**config.mk**
```make
export PLATFORM = sky130hd
export DESIGN_NAME = fetch_drain_ctrl
export DESIGN_NICKNAME = d
export VERILOG_FILES = /design/src/rtl/fetch_drain_ctrl.sv
export SDC_FILE = /design/constraint.sdc
export NUM_CORES = 1
export LEC_CHECK = 0
export BUFFER_PORTS_ARGS = -buffer_cell sky130_fd_sc_hd__buf_2
export CAP_MARGIN = 20
export CELL_PAD_IN_SITES_DETAIL_PLACEMENT = 2
export CELL_PAD_IN_SITES_GLOBAL_PLACEMENT = 2
export CORE_ASPECT_RATIO = 0.9
export CORE_MARGIN = 1.5
export CORE_UTILIZATION = 30
export CTS_CLUSTER_DIAMETER = 200
export DETAILED_ROUTE_END_ITERATION = 10
export GPL_TIMING_DRIVEN = 0
export PLACE_DENSITY_LB_ADDON = 0.05
export RECOVER_POWER = 100
export SLEW_MARGIN = 15
export SYNTH_ARGS = -nofsm -noshare
export SYNTH_HDL_FRONTEND = slang
export SYNTH_SLANG_ARGS = --single-unit
```
**constraint.sdc**
```tcl
create_clock -name clk -period 3 [get_ports clk]
set_clock_uncertainty 0.05 [all_clocks]
set_input_delay 0.15 -clock clk [delete_from_list [all_inputs] [get_ports clk]]
set_output_delay 0.15 -clock clk [all_outputs]
set_load 0.005 [all_outputs]
```
**src/rtl/fetch_drain_ctrl.sv**
```systemverilog
// ---------------------------------------------------------------------------
// fetch_drain_ctrl
//
// Purpose:
//   Watches the fetch stage of a core while a program runs. It counts
//   distinct consecutive fetch PCs and emits a progress strobe every
//   PROG_INTERVAL of them. It also detects the program's last instruction.
//   After that instruction it injects NOP_WORD into decode for DRAIN_CYCLES
//   cycles, so the pipeline empties, and then raises a sticky done flag.
//   A watchdog moves the block to a sticky timeout state if the run (RUN
//   plus DRAIN) takes too long.
//
// Ports:
//   clk             in   single clock, rising-edge
//   reset           in   asynchronous active-low reset
//   enable          in   start request, sampled only in IDLE
//   pc_f            in   fetch-stage PC (XLEN)
//   instr_in        in   fetched instruction word (32)
//   end_instr       in   last-instruction word to detect (32)
//   stall_f         in   fetch stall: the fetch slot is not consumed
//   instr_out       out  word delivered to decode (NOP_WORD while forcing)
//   nop_force       out  high while NOPs are injected (DRAIN/DONE/TOUT)
//   unique_pc_count out  saturating count of distinct consecutive PCs
//   progress_pulse  out  one-cycle strobe per PROG_INTERVAL unique PCs
//   last_detected   out  sticky: end_instr has been fetched
//   drain_count     out  forced-NOP cycles elapsed (8)
//   done            out  sticky: drain completed
//   timeout         out  sticky: watchdog expired
// ---------------------------------------------------------------------------
module fetch_drain_ctrl #(
  parameter int unsigned XLEN           = 32,
  parameter logic [31:0] NOP_WORD       = 32'h0000_0000,
  parameter int unsigned DRAIN_CYCLES   = 10,
  parameter int unsigned PROG_INTERVAL  = 64,
  parameter int unsigned CNT_W          = 32,
  parameter int unsigned TIMEOUT_CYCLES = 2000000
) (
  input  logic             clk,
  input  logic             reset,
  input  logic             enable,
  input  logic [XLEN-1:0]  pc_f,
  input  logic [31:0]      instr_in,
  input  logic [31:0]      end_instr,
  input  logic             stall_f,
  output logic [31:0]      instr_out,
  output logic             nop_force,
  output logic [CNT_W-1:0] unique_pc_count,
  output logic             progress_pulse,
  output logic             last_detected,
  output logic [7:0]       drain_count,
  output logic             done,
  output logic             timeout
);

  typedef enum logic [2:0] {
    S_IDLE,
    S_RUN,
    S_DRAIN,
    S_DONE,
    S_TOUT
  } state_e;

  localparam logic [CNT_W-1:0] CNT_ONE   = CNT_W'(1);
  localparam logic [CNT_W-1:0] PROG_MASK = CNT_W'(PROG_INTERVAL - 1);
  localparam logic [CNT_W-1:0] TMO_LIM   = CNT_W'(TIMEOUT_CYCLES);
  localparam logic [7:0]       DRAIN_LIM = 8'(DRAIN_CYCLES);
  localparam bit               TMO_EN    = (TIMEOUT_CYCLES != 0);

  state_e           state_q, state_d;
  logic [XLEN-1:0]  last_pc_q, last_pc_d;
  logic [CNT_W-1:0] upc_q, upc_d;
  logic [CNT_W-1:0] tmo_q, tmo_d;
  logic [7:0]       drain_q, drain_d;
  logic             prog_q, prog_d;
  logic             last_det_q, last_det_d;

  logic             fetch_ok;
  logic             tmo_hit;
  logic [CNT_W-1:0] tmo_inc;

  // A fetch slot is "real" only when it is consumed and is not a bubble.
  assign fetch_ok = !stall_f && (instr_in != NOP_WORD);
  assign tmo_inc  = tmo_q + CNT_ONE;
  assign tmo_hit  = TMO_EN && (tmo_inc == TMO_LIM);

  // NOTE: every _d gets its default (hold) first so no path through the
  // case statement leaves a variable unassigned, which would infer a latch.
  always_comb begin
    state_d    = state_q;
    last_pc_d  = last_pc_q;
    upc_d      = upc_q;
    tmo_d      = tmo_q;
    drain_d    = drain_q;
    prog_d     = 1'b0;
    last_det_d = last_det_q;

    case (state_q)
      S_IDLE: begin
        if (enable) state_d = S_RUN;
      end

      S_RUN: begin
        tmo_d = tmo_inc;
        if (tmo_hit) begin
          // Watchdog wins over a detection on the same edge.
          state_d = S_TOUT;
        end else begin
          if (fetch_ok && (pc_f != last_pc_q)) begin
            last_pc_d = pc_f;
            if (upc_q != '1) begin
              upc_d  = upc_q + CNT_ONE;
              // Strobe only on an actual increment onto a multiple, so a
              // saturated or idle counter never re-fires.
              prog_d = ((upc_d & PROG_MASK) == '0);
            end
          end
          if (fetch_ok && (instr_in == end_instr)) begin
            last_det_d = 1'b1;
            drain_d    = 8'd0;
            state_d    = S_DRAIN;
          end
        end
      end

      S_DRAIN: begin
        tmo_d = tmo_inc;
        if (tmo_hit) begin
          state_d = S_TOUT;
        end else begin
          // Drain progresses every cycle; stalls do not hold it back.
          drain_d = drain_q + 8'd1;
          if (drain_d == DRAIN_LIM) state_d = S_DONE;
        end
      end

      // Terminal states: everything frozen until reset.
      S_DONE, S_TOUT: ;

      default: state_d = S_IDLE;
    endcase
  end

  // NOTE: sequential state uses non-blocking assignments so every register
  // samples the pre-edge values computed by the combinational block.
  always_ff @(posedge clk or negedge reset) begin
    if (!reset) begin
      state_q    <= S_IDLE;
      last_pc_q  <= '1;
      upc_q      <= '0;
      tmo_q      <= '0;
      drain_q    <= 8'd0;
      prog_q     <= 1'b0;
      last_det_q <= 1'b0;
    end else begin
      state_q    <= state_d;
      last_pc_q  <= last_pc_d;
      upc_q      <= upc_d;
      tmo_q      <= tmo_d;
      drain_q    <= drain_d;
      prog_q     <= prog_d;
      last_det_q <= last_det_d;
    end
  end

  // Outputs decode straight from registered state, so an asynchronous reset
  // drops nop_force/done/timeout immediately without a clock.
  assign nop_force       = (state_q == S_DRAIN) || (state_q == S_DONE) ||
                           (state_q == S_TOUT);
  assign instr_out       = nop_force ? NOP_WORD : instr_in;
  assign done            = (state_q == S_DONE);
  assign timeout         = (state_q == S_TOUT);
  assign unique_pc_count = upc_q;
  assign progress_pulse  = prog_q;
  assign last_detected   = last_det_q;
  assign drain_count     = drain_q;

endmodule

```
# Yosys cells after proc, flatten, opt, wreduce, memory -nomap -nowiden
# Cells that the tools add are included.
[op_classes]
addsub = 3
eq_ne = 15
mux = 15
n_bitwise = 2
n_reduce_logical = 17
[op_table]
columns = ["op", "n"]
rows = [
  ["adder 32 x 1 -> 32 bit (second input constant)", 2],
  ["equality test 32 x 21 -> 1 bit (second input constant)", 1],
  ["equality test 32 bit", 1],
  ["zero test 32 bit", 1],
  ["2-to-1 mux 32 bit", 1],
  ["inequality test 32 bit", 1],
  ["inequality test 32 bit (second input constant)", 1],
  ["nonzero test 32 bit", 1],
  ["2-to-1 mux 8 bit", 3],
  ["one-hot mux 8 bit (2 select lines)", 1],
  ["2-to-1 mux 3 bit", 5],
  ["one-hot mux 3 bit (4 select lines)", 1],
  ["AND reduction 4 bit", 3],
  ["adder 8 x 1 -> 8 bit (second input constant)", 1],
  ["equality test 8 x 4 -> 1 bit (second input constant)", 1],
  ["inequality test 2 bit (second input constant)", 4],
  ["equality test 3 x 2 -> 1 bit (second input constant)", 2],
  ["inequality test 3 bit (second input constant)", 2],
  ["AND reduction 3 bit", 2],
  ["2-to-1 mux 1 bit", 4],
  ["OR reduction 2 bit", 2],
  ["equality test 3 x 1 -> 1 bit (second input constant)", 1],
  ["equality test 3 bit (second input constant)", 1],
  ["logical AND 1 bit", 3],
  ["other kinds (5)", 7],
]
[totals]
regBits = 109
inputBits = 100
out_inout_bits = 77
word_cells = 59

# Longest topological paths before layout
# Gate-level depths: netlist (run 1).
[depth]
depth_word = 6
ltp_mapped = 13
mapped_depth_nobuf = 9

# Worst setup path before layout (run 1)
# No wires, ideal clock.
[synth_timing]
path_type = "reg2reg"
start = "register tmo_q[18]"
end = "register last_pc_q[10]"
setup_ps = 82
arrival_time_ps = 2920
t_required_ps = 2868
slack_ps = -53
path_stages_with_launch = 14
path_buffers = 5
synth_period_minus_slack_ps = 3053
path_cell_list = "dfrtp_1 -> buf_4 -> nand4_2 -> or4_1 -> clkbuf_2 -> o21ai_1 -> or4b_1 -> a22oi_1 -> and4_1 -> buf_4 -> nand2b_4 -> buf_8 -> buf_12 -> mux2_4"
[synth_between]
elab_chain_len = 4
[synth_rtl]
columns = ["element", "line_no", "source"]
rows = [
  ["start: declaration", "72", "logic [CNT_W-1:0] tmo_q, tmo_d;"],
  ["start signal: assignment", "158", "tmo_q <= tmo_d;"],
  ["adder 32 x 1 -> 32 bit", "83", "assign tmo_inc = tmo_q + CNT_ONE;"],
  ["equality test 32 x 21 -> 1 bit", "84", "assign tmo_hit = TMO_EN && (tmo_inc == TMO_LIM);"],
  ["NOT 1 bit (no source line)", "n/a", ""],
  ["AND reduction 3 bit (no source line)", "n/a", ""],
  ["end signal: assignment", "156", "last_pc_q <= last_pc_d;"],
  ["end: declaration", "70", "logic [XLEN-1:0] last_pc_q, last_pc_d;"],
]
# Every way passes these cells.
# A chain may end at the register's enable or synchronous reset.

# Worst setup path after layout (run 1)
[layout_timing]
start = "register tmo_q[26]"
end = "register last_pc_q[15]"
# The elaborated chain is that of the path after synthesis.

==> qor.yml, run 1 <==
outcome: "finished with violations"
violations: "capacitance limit, slew limit, setup timing"
holdPathEnd: "last_pc_q[4]$_DFFE_PN1P_"
p_per_area_nw_per_um2: 386.7
final_antenna_net_count: 0
die_area_um2: 23950
antenna_found_initial: 1
drc_errors: 0
drtPass1Iterations: 4
die_h_um: 147.0
synth_top_family_by_area: "simple AND/OR/NAND/NOR gates"
cts_buffers: 9
die_w_um: 163.0
synth_top_area_share_pct: 27.89
relSlewSlack_pct: -41.55
wl_per_cell_um: 20.02
drive_above_1_share_pct: 37.93
multi_input_area_um2: 4383
synth-compound-area-share_pct: 5.325
synth_nets: 806
dp_hpwl_um: 17680
pin_count: 177
synthTopCellsByCount: "dfrtp_1 (77), xor2_1 (76), xnor2_1 (53), nand2_1 (46), and3_1 (43)"
port-buffer-count: 176
yosys_warnings: 0
path_cells: "nand4_1, or4_4, o21ai_2, or4b_4, a22oi_2, and4_1, buf_6, nand2b_4, buf_12, buf_12, mux2_4"
clkLatencyLatePin_ns: 0.36
ctsLongestPathBuffers: 2
setup-tns-final_ns: -2.328
synth_xor_area_share_pct: 16.36
seqCellArea_um2: 2784
end_kind: "flop"
max_freq_mhz: 320.1
grt_util_met3_pct: 3.021
period_needed_ns: 3.124
worstHoldPathType: "primary input to flop"
grtUsageMet2_pct: 38.96
synthArstFlopShare_pct: 100.0
rsz0062_at_grt: "true"
finalSetupViolCount: 44
slowest_delay_ns: 0.58
grt_pass1_wl_um: 40280
tightest_slew_ns: 2.123
vias_per_cell: 5.213
root_buffer: "clkbuf_16"
rr_endpoint: "last_pc_q[15]$_DFFE_PN1P_"
vias: 6501
maxCapViolCount: 1
rrSetupSlack_ns: -0.12
slowest_stage: "or4_4"
cts_tree: "built"
synthTopCellsByArea: "dfrtp_1 (28%), dfstp_2 (12%), xor2_1 (9.6%)"
path_clk_slew_ns: 0.08
nNetsFinal: 1049
rr_worst_depth: 11
crit_top_cell: "buf_12"
rr_startpoint: "tmo_q[26]$_DFFE_PN0P_"
globalplace.congestion: 0.7701
synth.distinct_cells: 56
fillers: 2416
arrival_ns: 3.36
grt_max_degree: 73
ys_ff_latch: 109
rows: 52
hold_depth: 2
worst-endpoint-required_ns: 3.24
crit_fanout: 6
yosysTopAreaCell: "dfrtp_1"
drv_slew: 39
grt_pass1_vias: 7340
synthFlopType: "dfrtp_1"
grt-ovfl-total: 0
h-tree-depth: 3
hold_violations: 0
critical_path_class: "flop to flop"
detail_route.wirelength_um: 24970
use_met1_pct: 26.02
netlist_instances: 701
cts_num_sinks: 109
track_usage_pct: 21.36
yosysMostFrequentCell: "dfrtp_1"
min_from: "pc_f[4]"
p_leak_uw: 0.004334
finalCritPeriodShare_pct: 104.1
core_um2: 22510
syn2layout_area_growth_pct: 39.99
avgSynthCellArea_um2: 9.854
finish.utilization_pct: 42.96
dr.first_iter.drc_count: 253
start_util_pct: 30.69
grt-busiest-layer: "met2"
syn_area_um2: 6908
yosys.area_share.simple_pct: 26.19
setup.worst_path.start_class: "flop"
ir_worst_vdd_v: 0.0002960
synthAdderAreaFrac_pct: 0.9056
synth_mux_area_share_pct: 7.118
setup_ws_ns: -0.1240
synth_edf_count: 0
ys_seq_area_share_pct: 40.07
## flip-flops by register name, summed over array words and instances (netlist names)
signal	count
drain_count	8
last_detected	1
last_pc_q	32
progress_pulse	1
state_q	3
tmo_q	32
unique_pc_count	32
## routing by layer
| layer | share of wire [%] | wire, µm |
|---|---|---|
| met4 | 1.6 | 407 |
| met3 | 3.3 | 817 |
| met5 | 0 | 0 |
| met2 | 53 | 13140 |
| met1 | 42 | 10600 |
## worst max path at each step
| stage | start | endpoint |
|---|---|---|
| 2_1_floorplan | tmo_q[25]$_DFFE_PN0P_ | last_pc_q[10]$_DFFE_PN1P_ |
| 3_3_place_gp | tmo_q[0]$_DFFE_PN0P_ | last_pc_q[29]$_DFFE_PN1P_ |
| 5_1_grt | tmo_q[26]$_DFFE_PN0P_ | last_pc_q[15]$_DFFE_PN1P_ |
| 6_report | tmo_q[26]$_DFFE_PN0P_ | last_pc_q[15]$_DFFE_PN1P_ |
| 4_1_cts | tmo_q[15]$_DFFE_PN0P_ | last_pc_q[15]$_DFFE_PN1P_ |
| 3_5_place_dp | tmo_q[0]$_DFFE_PN0P_ | last_pc_q[8]$_DFFE_PN1P_ |
## area by class of cell
class	count	area share [%]
clock inverters	6	0.7504
repair buffers	245	15.73
clock buffers	10	2.588
diodes	1	0.02588
inverters	8	0.3105
flip-flops and latches	109	28.79
multi-input cells	540	45.32
plain buffers	31	2.639
well taps	297	3.843
## cells in the final DEF (no fill, tap or decap), drive strengths merged, types with 3 or more instances in the layout
cell type / instances
nand2: 46
nor4: 35
inv: 11
nor4b: 7
nand2b: 11
nor3: 35
nand4: 42
or3: 5
or2: 4
clkinv: 3
dlygate4sd3: 30
a21oi: 7
and4: 8
a21o: 3
dfrtp: 77
o21ai: 6
and2: 11
nand3: 33
xor2: 76
nor2: 28
a211o: 7
and3: 43
ha: 5
o22ai: 5
nor3b: 7
buf: 204
o31a: 3
mux2: 34
clkbuf: 51
xnor2: 53
dfstp: 32
## logic make-up (layout without fill, tap and decap cells)
group	count (synthesis)	after routing
flip-flops	109	109
AO/OA/AOI/OAI	51	51
buffers and inverters	52	300
AND/OR/NAND/NOR	321	321
other	0	1
adder cells (fa/ha/maj)	5	5
XOR/XNOR	129	129
multiplexers	34	34
## metrics by stage
step	cells	power (µW)	worst slack (ns)	instance area, µm²	hold slack (ns)
4_1_cts	1240	3792	-0.2387	9558	0.001380
3_3_place_gp	1174	2346	-0.7917	8194	0.3593
5_1_grt	1247	3937	-0.2439	9671	0.0006566
3_5_place_dp	1175	2385	-0.8796	8229	0.04433
6_report	1247	3739	-0.1240	9671	0.01468
2_1_floorplan	701	2082	0.005584	6942	-0.1956
## power by group
part / internal, µW / switching, µW
Combinational: 382 / 315
Clock: 647 / 658
Sequential: 1600 / 132
Total: 2630 / 1110
## what timing repair did
| item | CTS | global route |
|---|---|---|
| pin swaps | 29 | 24 |
| cloned | 3 | 0 |
| buffers inserted | 22 | 13 |
| gates resized for setup | 95 | 39 |
| endpoints found under the setup margin | 77 | 77 |
| hold buffers | 29 | 1 |
| endpoints found under the hold margin | 65 | 1 |
## worst max-delay path, delay by kind of cell, from the launching register on
family / cells / cell delay, ns
mux: 1 / 0.30
compound gates: 2 / 0.31
buf+inv: 3 / 0.36
simple gates: 5 / 1.60
flops: 1 / 0.42
(Power assumes the default switching activity.)
==> run 2, diff against run 1 <==
--- a/config.mk
+++ b/config.mk
@@ -9,12 +9,12 @@
 export CAP_MARGIN = 20
 export CELL_PAD_IN_SITES_DETAIL_PLACEMENT = 2
 export CELL_PAD_IN_SITES_GLOBAL_PLACEMENT = 2
-export CORE_ASPECT_RATIO = 0.9
 export CORE_MARGIN = 1.5
 export CORE_UTILIZATION = 30
 export CTS_CLUSTER_DIAMETER = 200
 export DETAILED_ROUTE_END_ITERATION = 10
 export GPL_TIMING_DRIVEN = 0
+export MAX_ROUTING_LAYER = met4
 export PLACE_DENSITY_LB_ADDON = 0.05
 export RECOVER_POWER = 100
 export SLEW_MARGIN = 15
==> run 2 against run 1 <==
Net effect:
- the flow finishes with violations (setup timing)
- highest routed layer unchanged
- clock-buffer cell count down 1
- largest power group unchanged
- largest cell class unchanged
- routed wire length down 1.4%
- final cell count down 0.48%
- sequential share of layout area up 0.27 points
- register-to-register slack worse by 0.04 ns
- clock power down 3%
==> qor.yml, run 2 (synthesis gave the netlist of run 1 again) <==
wl_per_cell_um: 19.84  # was 20.02 µm
ir_worst_vdd_v: 0.0003273  # was 0.0002960 V
h-tree-depth: 3  # unchanged
worst-endpoint-required_ns: 3.26  # was 3.24 ns
syn2layout_area_growth_pct: 38.67  # was 39.99%
vias_per_cell: 5.193  # was 5.213
crit_fanout: 5  # was 6
placed_area_um2: 8214  # was 8229 µm²
port-buffer-count: 176  # unchanged
root_buffer: "clkbuf_16"  # unchanged
track_usage_pct: 21.32  # was 21.36%
outcome: "finished with violations"  # unchanged
die_w_um: 154.7  # was 163.0 µm
grt_max_degree: 59  # was 73
setup-tns-final_ns: -6.351  # was -2.328 ns
path_clk_slew_ns: 0.09  # was 0.08 ns
final_antenna_net_count: 0  # unchanged
hold_ws_ns: 0.01205  # was 0.01468 ns
relSlewSlack_pct: 6.841  # was -41.55%
vias: 6444  # was 6501
drc_errors: 0  # unchanged
violations: "setup timing"  # was capacitance limit, slew limit, setup timing
pin_count: 177  # unchanged
critical_path_class: "flop to flop"  # unchanged
holdPathEnd: "last_pc_q[3]$_DFFE_PN1P_"  # was last_pc_q[4]$_DFFE_PN1P_
rr_startpoint: "tmo_q[18]$_DFFE_PN0P_"  # was tmo_q[26]$_DFFE_PN0P_
cts_buffers: 9  # unchanged
clkLatencyLatePin_ns: 0.37  # was 0.36 ns
finalSetupViolCount: 58  # was 44
rr_worst_depth: 12  # was 11
fillers: 2470  # was 2416
antenna_found_initial: 0  # was 1
cts_num_sinks: 109  # unchanged
finalCritPeriodShare_pct: 105.5  # was 104.1%
core_um2: 22640  # was 22510 µm²
detail_route.wirelength_um: 24620  # was 24970 µm
fin_area_um2: 9579  # was 9671 µm²
setup_ws_ns: -0.1663  # was -0.1240 ns
rrSetupSlack_ns: -0.17  # was -0.12 ns
mostFrequentLayoutCells: "buf_2 (127), xor2_1 (75), clkbuf_1 (64), dfrtp_1 (64), xnor2_1 (53)"  # was buf_2 (155), xor2_1 (76), dfrtp_1 (64)
maxCapViolCount: 0  # was 1
dp_slack_ns: -0.8188  # was -0.8796 ns
hold_violations: 0  # unchanged
slowest_delay_ns: 0.60  # was 0.58 ns
cts_tree: "built"  # unchanged
hold_depth: 2  # unchanged
slowest_stage: "or4_4"  # unchanged
path_cells: "buf_6, nand4_4, or4_4, o21ai_2, or4b_4, a22oi_2, and4_1, buf_6, nand2b_4, buf_12, clkbuf_16, mux2_4"  # was nand4_1, or4_4, o21ai_2, or4b_4, a22oi_2, and4_1, buf_6, nand2b_4, buf_12, buf_12, mux2_4
crit_path_start: "tmo_q[18]$_DFFE_PN0P_"  # was tmo_q[26]$_DFFE_PN0P_
ctsLongestPathBuffers: 2  # unchanged
rsz0062_at_grt: "true"  # unchanged
die_h_um: 154.7  # was 147.0 µm
drtPass1Iterations: 4  # unchanged
rr_endpoint: "last_pc_q[14]$_DFFE_PN1P_"  # was last_pc_q[15]$_DFFE_PN1P_
worstHoldPathType: "primary input to flop"  # unchanged
grt_pass1_wl_um: 39350  # was 40280 µm
grt-ovfl-total: 0  # unchanged
grt_pass1_vias: 7212  # was 7340
dr.first_iter.drc_count: 160  # was 253
globalplace.congestion: 0.7966  # was 0.7701
dp_hpwl_um: 17730  # was 17680 µm
p_leak_uw: 0.004290  # was 0.004334 µW
final_common_cell: "buf_2"  # unchanged
nNetsFinal: 1056  # was 1049
tightest_slew_ns: 1.397  # was 2.123 ns
start_util_pct: 30.51  # was 30.69%
crit_top_cell: "buf_6"  # was buf_12
die_area_um2: 23950  # about the same
period_needed_ns: 3.166  # was 3.124 ns
setup.worst_path.start_class: "flop"  # unchanged
drv_slew: 0  # was 39
min_from: "pc_f[3]"  # was pc_f[4]
cp_num_buf_inv: 4  # was 3
rows: 55  # was 52
end_kind: "flop"  # unchanged
p_per_area_nw_per_um2: 388.6  # was 386.7 nW/µm²
antenna_cells: 0  # was 1
arrival_ns: 3.42  # was 3.36 ns
drive_above_1_share_pct: 35.04  # was 37.93%
max_freq_mhz: 315.8  # was 320.1 MHz
path_delay_family: "simple AND/OR/NAND/NOR gates"  # unchanged
[run 2: power by group]
part	switching (µW)	internal, µW
clock	671	603
sequential	131	1600
combinational	328	386
[run 2: worst max-delay path by stage]
stage                                endpoint  slack [ns]  cells after the start
floorplan           last_pc_q[10]$_DFFE_PN1P_       0.006                     13
global placement    last_pc_q[23]$_DFFE_PN1P_       -0.80                     12
detailed placement  last_pc_q[21]$_DFFE_PN1P_       -0.82                     12
CTS                 last_pc_q[19]$_DFFE_PN1P_       -0.21                     13
global route        last_pc_q[18]$_DFFE_PN1P_       -0.29                     12
finish              last_pc_q[14]$_DFFE_PN1P_       -0.17                     12
[run 2: layer usage]
layer | vias to the layer above | GRT usage (%) | share of wire (%)
met1 | 3290 | 25.46 | 43
met5 | - | - | 0
li1 | 3032 | - | -
met4 | 0 | 3.984 | 0.90
met3 | 14 | 3.138 | 2.3
met2 | 108 | 38.31 | 53
[run 2: layout make-up]
cell class	count	area, µm²	area share, %
Buffer	33	276.5	2.887
Clock buffer	9	225.2	2.351
Clock inverter	7	75.07	0.7837
Inverter	8	30.03	0.3135
Multi-Input combinational cell	540	4209	43.94
Sequential cell	109	2784	29.06
Tap cell	285	356.6	3.723
Timing Repair Buffer	250	1623	16.94
[run 2: repair_timing]
action,4_1_cts,5_1_grt
setup endpoints to repair,77,77
gates resized for setup,54,61
gates cloned,3,3
pin swaps,7,16
hold buffers,28,0
endpoints found under the hold margin,54,0
setup buffers,18,23
[run 2: stage by stage]
step                utilization [%]  total power [µW]  std cells
finish                        42.31              3723       1241
global route                  42.31              3902       1241
CTS                           40.66              3760       1222
detailed placement            36.28              2405       1163
global placement              36.13              2350       1162
floorplan                         -              2082        701
